$ cat src/rtl/cmp_simd_pipe_if.sv
// Operand/result bundle for cmp_simd_pipe: the source drives the master side, the comparator takes the slave side.
interface cmp_simd_pipe_if #(
    parameter int WIDTH = 8,
    parameter int LANES = 1
);
    logic                     en;
    logic                     valid_in;
    logic [2:0]               op;
    logic                     sgn;
    logic [LANES*WIDTH-1:0]   a;
    logic [LANES*WIDTH-1:0]   b;
    logic [LANES-1:0]         y;
    logic                     all;
    logic                     any;
    logic                     valid_out;

    modport master (
        output en, valid_in, op, sgn, a, b,
        input  y, all, any, valid_out
    );

    modport slave (
        input  en, valid_in, op, sgn, a, b,
        output y, all, any, valid_out
    );
endinterface

$ cat src/rtl/cmp_simd_pipe.sv
// Pipelined SIMD lane comparator with all/any reductions and output gating.
// Optional feature macro: CMP_SIGNED_EN (two's-complement lt/le/gt/ge when sgn = 1).
module cmp_simd_pipe #(
    parameter int WIDTH  = 8,
    parameter int LANES  = 1,
    parameter int STAGES = 1
) (
    input  logic           clock,
    input  logic           reset,
    cmp_simd_pipe_if.slave bus
);

    // Each lane is widened by one bit: a zero for unsigned, the sign bit for signed.
    // A single signed compare of the widened values then covers both modes.
    function automatic logic lane_cmp(input logic [2:0] op_sel, input logic signed_sel,
                                      input logic [WIDTH-1:0] la, input logic [WIDTH-1:0] lb);
        logic signed [WIDTH:0] xa;
        logic signed [WIDTH:0] xb;
        xa = $signed({signed_sel & la[WIDTH-1], la});
        xb = $signed({signed_sel & lb[WIDTH-1], lb});
        case (op_sel)
            3'd0:    lane_cmp = (xa == xb);
            3'd1:    lane_cmp = (xa != xb);
            3'd2:    lane_cmp = (xa <  xb);
            3'd3:    lane_cmp = (xa <= xb);
            3'd4:    lane_cmp = (xa >  xb);
            3'd5:    lane_cmp = (xa >= xb);
            default: lane_cmp = 1'b0;
        endcase
    endfunction

    logic             signed_sel;
    logic [LANES-1:0] y_c;
    logic             all_c;
    logic             any_c;

`ifdef CMP_SIGNED_EN
    assign signed_sel = bus.sgn;
`else
    logic unused_sgn;
    assign unused_sgn = bus.sgn;
    assign signed_sel = 1'b0;
`endif

    always_comb begin
        y_c = '0;
        for (int i = 0; i < LANES; i++) begin
            y_c[i] = lane_cmp(bus.op, signed_sel, bus.a[i*WIDTH +: WIDTH], bus.b[i*WIDTH +: WIDTH]);
        end
        all_c = &y_c;
        any_c = |y_c;
    end

    logic [LANES-1:0] y_p   [STAGES];
    logic             all_p [STAGES];
    logic             any_p [STAGES];
    logic             vld_p [STAGES];

    // Stage 0 captures the compare; later stages are a plain shift chain.
    always_ff @(posedge clock) begin
        if (reset) begin
            for (int s = 0; s < STAGES; s++) begin
                vld_p[s] <= 1'b0;
                y_p[s]   <= '0;
                all_p[s] <= 1'b0;
                any_p[s] <= 1'b0;
            end
        end else if (bus.en) begin
            vld_p[0] <= bus.valid_in;
            y_p[0]   <= y_c;
            all_p[0] <= all_c;
            any_p[0] <= any_c;
            for (int s = 1; s < STAGES; s++) begin
                vld_p[s] <= vld_p[s-1];
                y_p[s]   <= y_p[s-1];
                all_p[s] <= all_p[s-1];
                any_p[s] <= any_p[s-1];
            end
        end
    end

    // Bubbles leave stale compare data in the chain; mask it at the output.
    assign bus.valid_out = vld_p[STAGES-1];
    assign bus.y         = vld_p[STAGES-1] ? y_p[STAGES-1] : '0;
    assign bus.all       = vld_p[STAGES-1] & all_p[STAGES-1];
    assign bus.any       = vld_p[STAGES-1] & any_p[STAGES-1];

endmodule
$ cat src/flat_wrapper.sv
// flat-port wrapper written by rule: the top's interface ports become plain ports
module cmp_simd_pipe_flat 
#(
    parameter int WIDTH  = 8,
    parameter int LANES  = 1,
    parameter int STAGES = 1
)
  (clock, reset, bus_en, bus_valid_in, bus_op, bus_sgn, bus_a, bus_b, bus_y, bus_all, bus_any, bus_valid_out);
  cmp_simd_pipe_if #(.WIDTH(WIDTH), .LANES(LANES)) bus_i ();
  input  logic clock;
  input  logic reset;
  input wire logic [$bits(bus_i.en)-1:0] bus_en;
  input wire logic [$bits(bus_i.valid_in)-1:0] bus_valid_in;
  input wire logic [$bits(bus_i.op)-1:0] bus_op;
  input wire logic [$bits(bus_i.sgn)-1:0] bus_sgn;
  input wire logic [$bits(bus_i.a)-1:0] bus_a;
  input wire logic [$bits(bus_i.b)-1:0] bus_b;
  output wire logic [$bits(bus_i.y)-1:0] bus_y;
  output wire logic [$bits(bus_i.all)-1:0] bus_all;
  output wire logic [$bits(bus_i.any)-1:0] bus_any;
  output wire logic [$bits(bus_i.valid_out)-1:0] bus_valid_out;
  assign bus_i.en = bus_en;
  assign bus_i.valid_in = bus_valid_in;
  assign bus_i.op = bus_op;
  assign bus_i.sgn = bus_sgn;
  assign bus_i.a = bus_a;
  assign bus_i.b = bus_b;
  assign bus_y = bus_i.y;
  assign bus_all = bus_i.all;
  assign bus_any = bus_i.any;
  assign bus_valid_out = bus_i.valid_out;
  cmp_simd_pipe #(.WIDTH(WIDTH), .LANES(LANES), .STAGES(STAGES)) u_core (.clock(clock), .reset(reset), .bus(bus_i));
endmodule
$ cat config.mk
export PLATFORM = sky130hd
export DESIGN_NAME = cmp_simd_pipe_flat
export DESIGN_NICKNAME = d
export VERILOG_FILES = /design/src/rtl/cmp_simd_pipe_if.sv /design/src/rtl/cmp_simd_pipe.sv /design/src/flat_wrapper.sv
export SDC_FILE = /design/constraint.sdc
export NUM_CORES = 1
export LEC_CHECK = 0
export CORE_MARGIN = 3
export CORE_UTILIZATION = 30
export DETAILED_ROUTE_END_ITERATION = 16
export PLACE_DENSITY = 0.71
export SYNTH_ARGS = -nofsm -noshare
export SYNTH_HDL_FRONTEND = slang
export SYNTH_SLANG_ARGS = --single-unit
$ cat constraint.sdc
create_clock -name clock -period 1.5 [get_ports clock]
set_input_delay 0.225 -clock clock [delete_from_list [all_inputs] [get_ports clock]]
set_output_delay 0.225 -clock clock [all_outputs]
set_load 0.01 [all_outputs]
==> results of run 1 <==
-- repair_timing --
item,4_1_cts,5_1_grt
setup endpoints to repair,2,3
gates cloned,0,0
hold buffers,0,0
pin swaps,16,5
resized for setup,33,4
-- kinds of logic (layout without fill, tap and decap cells) --
| group | after synthesis | in the layout | synth area share [%] |
|---|---|---|---|
| simple gates | 17 | 17 | 31.5 |
| buf+inv | 10 | 38 | 11.5 |
| compound gates | 9 | 9 | 16.2 |
| fa+ha+maj | 8 | 8 | 25.5 |
| flops | 2 | 2 | 15.3 |
-- worst max-delay path: stages --
cell and delay (ps):
dlygate4sd2_1 260, ha_4 270, nand4_1 190, nor2_2 200
o211a_1 170, nand3_1 70
-- per-layer routing --
metal | vias to the layer above | global-route usage, % | wire (microns)
li1 | 221 | - | -
met5 | - | 0 | 0
met1 | 200 | 14.1 | 399
met3 | 2 | 2.58 | 80
met4 | 0 | 3.11 | 4
met2 | 20 | 20.4 | 492
-- per-stage QoR --
step | area [sq um] | setup TNS (ps) | worst slack, ps | std cells | hold slack [ps]
finish | 774 | 0 | 70.9 | 88 | 682
global route | 774 | -22.9 | -22.9 | 88 | 706
CTS | 764 | 0 | 0.494 | 88 | 688
detailed placement | 663 | -438 | -438 | 85 | 899
global placement | 663 | -419 | -419 | 85 | 889
floorplan | 393 | 0 | 73.5 | 46 | 423
-- layout by cell type (no fill, tap or decap), drive strengths merged --
cell | synthesis | final
dlygate4sd2 | 0 | 15
ha | 8 | 8
inv | 8 | 8
clkdlybuf4s50 | 0 | 7
dlymetal6s2s | 0 | 4
a21oi | 4 | 4
clkbuf | 0 | 3
nand4 | 2 | 2
nand3 | 2 | 2
and2 | 2 | 2
edfxtp | 2 | 2
nor2b | 2 | 2
o211ai | 2 | 2
nor3b | 2 | 2
nor2 | 2 | 2
nand2 | 1 | 1
o21ai | 1 | 1
nand2b | 1 | 1
o221ai | 1 | 1
or3b | 1 | 1
nand4b | 1 | 1
o211a | 1 | 1
or2 | 1 | 1
buf | 2 | 1
-- power groups by stage --
stage          Combinational, W  Sequential (W)  Clock [W]
6_report               0.000162       0.0000686   0.000119
5_1_grt                0.000181       0.0000691   0.000130
4_1_cts                0.000165       0.0000686   0.000125
3_5_place_dp           0.000147       0.0000693          0
3_3_place_gp           0.000143       0.0000692          0
2_1_floorplan         0.0000635       0.0000704          0
-- how the worst min path moves through the flow --
stage,start,endpoint,slack [ps]
floorplan,bus_valid_in,u_core.vld_p[0]$_DFFE_PP_,420
global placement,bus_valid_in,u_core.vld_p[0]$_DFFE_PP_,890
detailed placement,bus_valid_in,u_core.vld_p[0]$_DFFE_PP_,900
CTS,bus_valid_in,u_core.vld_p[0]$_DFFE_PP_,690
global route,bus_valid_in,u_core.vld_p[0]$_DFFE_PP_,710
finish,bus_valid_in,u_core.vld_p[0]$_DFFE_PP_,680
-- flip-flops by register name (all words and copies together), names as in the netlist --
| name | cells |
|---|---|
| u_core.any_p | 1 |
| u_core.vld_p | 1 |
-- final cells by class --
type | instances | area (sq um) | area share (%)
Clock buffer | 3 | 22.5 | 2.91
Inverter | 8 | 30.0 | 3.88
Multi-Input combinational cell | 34 | 385 | 49.8
Sequential cell | 2 | 60.1 | 7.75
Tap cell | 14 | 17.5 | 2.26
Timing Repair Buffer | 27 | 259 | 33.4
==> impl_metrics.env, run 1 <==
export IMPL_outcome="complete, no violations"
export IMPL_synth_area_per_cell_sq_um=8.54
export IMPL_initial_core_util_pct=33.5
export IMPL_dieHeight_microns=42.2
export IMPL_cts_root_buf="clkbuf_4"
export IMPL_drtAntennaViolNets=0
export IMPL_design_core_area_sq_mm=0.00117
export IMPL_area_delta_synth_final_pct=97.1
export IMPL_num_antenna_cells=0
export IMPL_cts_sinks=2
export IMPL_drtIter0Drc=2
export IMPL_drive_above_1_share_pct=33.8
export IMPL_min_path_type="input pin to flip-flop"
export IMPL_required_ps=1460
export IMPL_dpl_hpwl_microns=760
export IMPL_grt_overflow=0
export IMPL_worst_slew_pin_slew_ps=282
export IMPL_firstDrtPassIters=2
export IMPL_relSlewSlack_pct=81.2
export IMPL_synthArstFlopShare_pct=0
export IMPL_p_seq_share_pct=19.6
export IMPL_viasPerCell=5.03
export IMPL_period_needed_ps=1430
export IMPL_p_int_w=0.000252
export IMPL_fp_dieArea_sq_mm=0.00178
export IMPL_min_delay_path_depth=2
export IMPL_yosys_area_top_type_share_pct=25.5
export IMPL_fmax_ghz=0.700
export IMPL_power_switching_w=0.0000981
export IMPL_synth_edf_count=2
export IMPL_hold_viol_final=0
export IMPL_p_comb_share_pct=46.4
export IMPL_numCtsBuffers=3
export IMPL_io_buffer_count=26
export IMPL_ys_top_cells_by_count="ha_1 (8), inv_1 (8), a21oi_1 (4)"
export IMPL_drc=0
export IMPL_syn_instance_count=46
export IMPL_power_density_mw_per_mm2=452
export IMPL_top_level_ports=28
export IMPL_num_vias=443
export IMPL_slew_violations=0
export IMPL_worst_ep_arrival_time_ps=1390
export IMPL_wirelength_microns=977
export IMPL_h_tree_depth=1
export IMPL_synth_flop_cell="edfxtp_1"
export IMPL_yosysUniqueCellTypes=23
export IMPL_gp_congestion=0.694
export IMPL_setup_viol=0
export IMPL_antenna_found_initial=0
export IMPL_critPathLaunchType="input pin"
export IMPL_wl_per_cell_microns=11.1
export IMPL_crit_type="input pin to flip-flop"
export IMPL_synth_area_leaders="ha_1 (25%), edfxtp_1 (15%), inv_1 (7.6%), a21oi_1 (5.1%), buf_4 (3.8%)"
export IMPL_ys_ff_latch=2
export IMPL_ir_drop_mv=0.310
export IMPL_synth_seq_area_share_pct=15.3
export IMPL_cts_tree="done"
export IMPL_grt_pass1_vias=439
export IMPL_synth_area_sq_um=393
export IMPL_period_share_pct=95.3
export IMPL_synthesis_nets=78
export IMPL_crit_start="bus_a[7]"
export IMPL_path_clk_slew_ps=30
export IMPL_nNetsFinal=108
export IMPL_p_leak_nw=0.373
export IMPL_gr_usage_all_layers_pct=11.7
export IMPL_grt_max_degree=4
export IMPL_path_max_fanout=3
export IMPL_ys_warn_count=0
export IMPL_n_fill_cell=106
export IMPL_power_w=0.000350
export IMPL_final_core_util_pct=66.1
export IMPL_clockPowerShare_pct=34.1
export IMPL_crit_path_end="u_core.any_p[0]$_DFFE_PP_"
export IMPL_placementRows=12
export IMPL_swShare_pct=28.0
export IMPL_rsz0062_at_grt="yes"
export IMPL_endpoint_kind="flip-flop"
export IMPL_clockBufferDepth=2
export IMPL_grt_pass1_wl_microns=1710
export IMPL_postCtsSetupBuffers=0
export IMPL_cap_viol_max_count=0
export IMPL_die_w_microns=42.2
export IMPL_synth_area_leader_cell="ha_1"
Power figures use the tool's default switching activity.
==> run 2: changes to the inputs <==
--- a/config.mk
+++ b/config.mk
@@ -5,10 +5,14 @@
 export SDC_FILE = /design/constraint.sdc
 export NUM_CORES = 1
 export LEC_CHECK = 0
+export CAP_MARGIN = 25
+export CELL_PAD_IN_SITES_DETAIL_PLACEMENT = 1
+export CELL_PAD_IN_SITES_GLOBAL_PLACEMENT = 1
 export CORE_MARGIN = 3
-export CORE_UTILIZATION = 30
+export CORE_UTILIZATION = 20
 export DETAILED_ROUTE_END_ITERATION = 16
-export PLACE_DENSITY = 0.71
+export PLACE_DENSITY = 0.7
+export SKIP_CTS_REPAIR_TIMING = 1
 export SYNTH_ARGS = -nofsm -noshare
 export SYNTH_HDL_FRONTEND = slang
 export SYNTH_SLANG_ARGS = --single-unit
==> impl_metrics.env, run 2 (synthesized netlist as in run 1, its figures left out) <==
export IMPL_grt_max_degree=4
export IMPL_required_ps=1590
export IMPL_outcome="complete, no violations"
export IMPL_area_delta_synth_final_pct=116
export IMPL_worst_ep_arrival_time_ps=1470
export IMPL_met1_length_microns=482
export IMPL_firstDrtPassIters=1
export IMPL_placementRows=15
export IMPL_antenna_found_initial=0
export IMPL_drtIter0Drc=0
export IMPL_cts_sinks=2
export IMPL_layout_commonest_cell="dlymetal6s2s_1"
export IMPL_num_antenna_cells=0
export IMPL_crit_type="input pin to flip-flop"
export IMPL_finalSetupTns_ps=0
export IMPL_dp_cells=97
export IMPL_fp_dieArea_sq_mm=0.00253
export IMPL_cts_tree="done"
export IMPL_layout_setup_ws_ps=119
export IMPL_wl_per_cell_microns=12.7
export IMPL_die_w_microns=50.3
export IMPL_dieHeight_microns=50.3
export IMPL_maxUsedRoutingLayer="met3"
export IMPL_fin_cells=100
export IMPL_biggestRegsByFlops="u_core.any_p x1, u_core.vld_p x1"
export IMPL_nNetsFinal=109
export IMPL_worst_slew_pin_slew_ps=260
export IMPL_grt_overflow=0
export IMPL_gp_congestion=0.598
export IMPL_rsz0062_at_grt="no"
export IMPL_period_share_pct=92.0
export IMPL_wirelength_microns=1270
export IMPL_grt_pass1_wl_microns=1750
export IMPL_p_leak_nw=0.501
export IMPL_grt_pass1_vias=431
export IMPL_relSlewSlack_pct=82.6
export IMPL_design_core_area_sq_mm=0.00178
export IMPL_min_delay_path_depth=2
export IMPL_slew_violations=0
export IMPL_initial_core_util_pct=22.0
export IMPL_wl_met2_microns=737
export IMPL_drive_above_1_share_pct=33.3
export IMPL_min_path_type="input pin to flip-flop"
export IMPL_clockBufferDepth=2
export IMPL_path_max_fanout=3
export IMPL_final_cell_area_sq_um=848
export IMPL_hold_viol_final=0
export IMPL_place_area_sq_um=684
export IMPL_endpoint_kind="flip-flop"
export IMPL_h_tree_depth=1
export IMPL_drtAntennaViolNets=0
export IMPL_place_ws_ps=-493
export IMPL_top_level_ports=28
export IMPL_holdPathEnd="u_core.vld_p[0]$_DFFE_PP_"
export IMPL_ir_drop_mv=0.184
export IMPL_n_fill_cell=193
export IMPL_io_buffer_count=26
export IMPL_drc=0
export IMPL_power_w=0.000358
export IMPL_cts_root_buf="clkbuf_4"
export IMPL_num_vias=434
export IMPL_cap_viol_max_count=0
export IMPL_viasPerCell=4.34
export IMPL_power_density_mw_per_mm2=422
export IMPL_route_met3_wl_microns=47
export IMPL_path_clk_slew_ps=30
export IMPL_dpl_hpwl_microns=921
export IMPL_critPathLaunchType="input pin"
export IMPL_hold_start="bus_valid_in"
export IMPL_fmax_ghz=0.724
export IMPL_numCtsBuffers=3
export IMPL_period_needed_ps=1380
export IMPL_setup_viol=0
export IMPL_gr_usage_all_layers_pct=8.75
export IMPL_final_cell_mix="dlymetal6s2s_1 (19), ha_4 (7), clkdlybuf4s50_1 (7), inv_2 (6)"
[run 2: changes by cell type in the layout (fill, tap and decap cells not counted)]
cell,previous run,this run
dlygate4sd2_1,15,0
dlymetal6s2s_1,4,19
a21oi_1,2,3
a21oi_2,2,1
buf_4,1,2
o21ai_0,0,1
o21ai_1,1,0
[run 2: layout make-up]
class                   instances  area [sq um]  area share (%)
multi-input cells              34           382            45.0
inverters                       8          30.0            3.54
clock buffers                   3          22.5            2.65
flip-flops and latches          2          60.1            7.08
repair buffers                 28           323            38.1
well taps                      25          31.3            3.69
[run 2: per-stage QoR]
step	utilization, %	hold WS [ps]
floorplan	-	423
global placement	38.4	892
detailed placement	38.4	889
CTS	39.6	666
global route	47.6	684
finish	47.6	668
[run 2: how the worst max path moves through the flow]
stage	from	endpoint	cells past startpoint
3_5_place_dp	bus_b[1]	u_core.any_p[0]$_DFFE_PP_	8
6_report	bus_en	u_core.any_p[0]$_DFFE_PP_	5
3_3_place_gp	bus_b[1]	u_core.any_p[0]$_DFFE_PP_	8
5_1_grt	bus_en	u_core.any_p[0]$_DFFE_PP_	5
2_1_floorplan	bus_b[1]	u_core.any_p[0]$_DFFE_PP_	7
4_1_cts	bus_b[1]	u_core.any_p[0]$_DFFE_PP_	8
[run 2: per-layer routing]
metal	up-vias	track usage, %
met3	0	0.890
met4	0	5.38
li1	221	-
met2	14	16.1
met1	199	9.45
met5	-	0
[run 2: power breakdown]
group          switching, W  internal [W]
clock network     0.0000289     0.0000881
logic             0.0000672      0.000105
registers        0.00000116     0.0000674
[run 2: critical path: stages]
cell and delay [ps]:
clkdlybuf4s50_1 530, nand2b_4 70, nor3b_2 200, or3b_1 360, nand3_1 80
==> run 3: changes to the inputs <==
--- a/config.mk
+++ b/config.mk
@@ -16,3 +16,4 @@
 export SYNTH_ARGS = -nofsm -noshare
 export SYNTH_HDL_FRONTEND = slang
 export SYNTH_SLANG_ARGS = --single-unit
+export TNS_END_PERCENT = 100
==> results of run 3 <==
No change in the layout: final DEF, timing and power equal those of run 2.
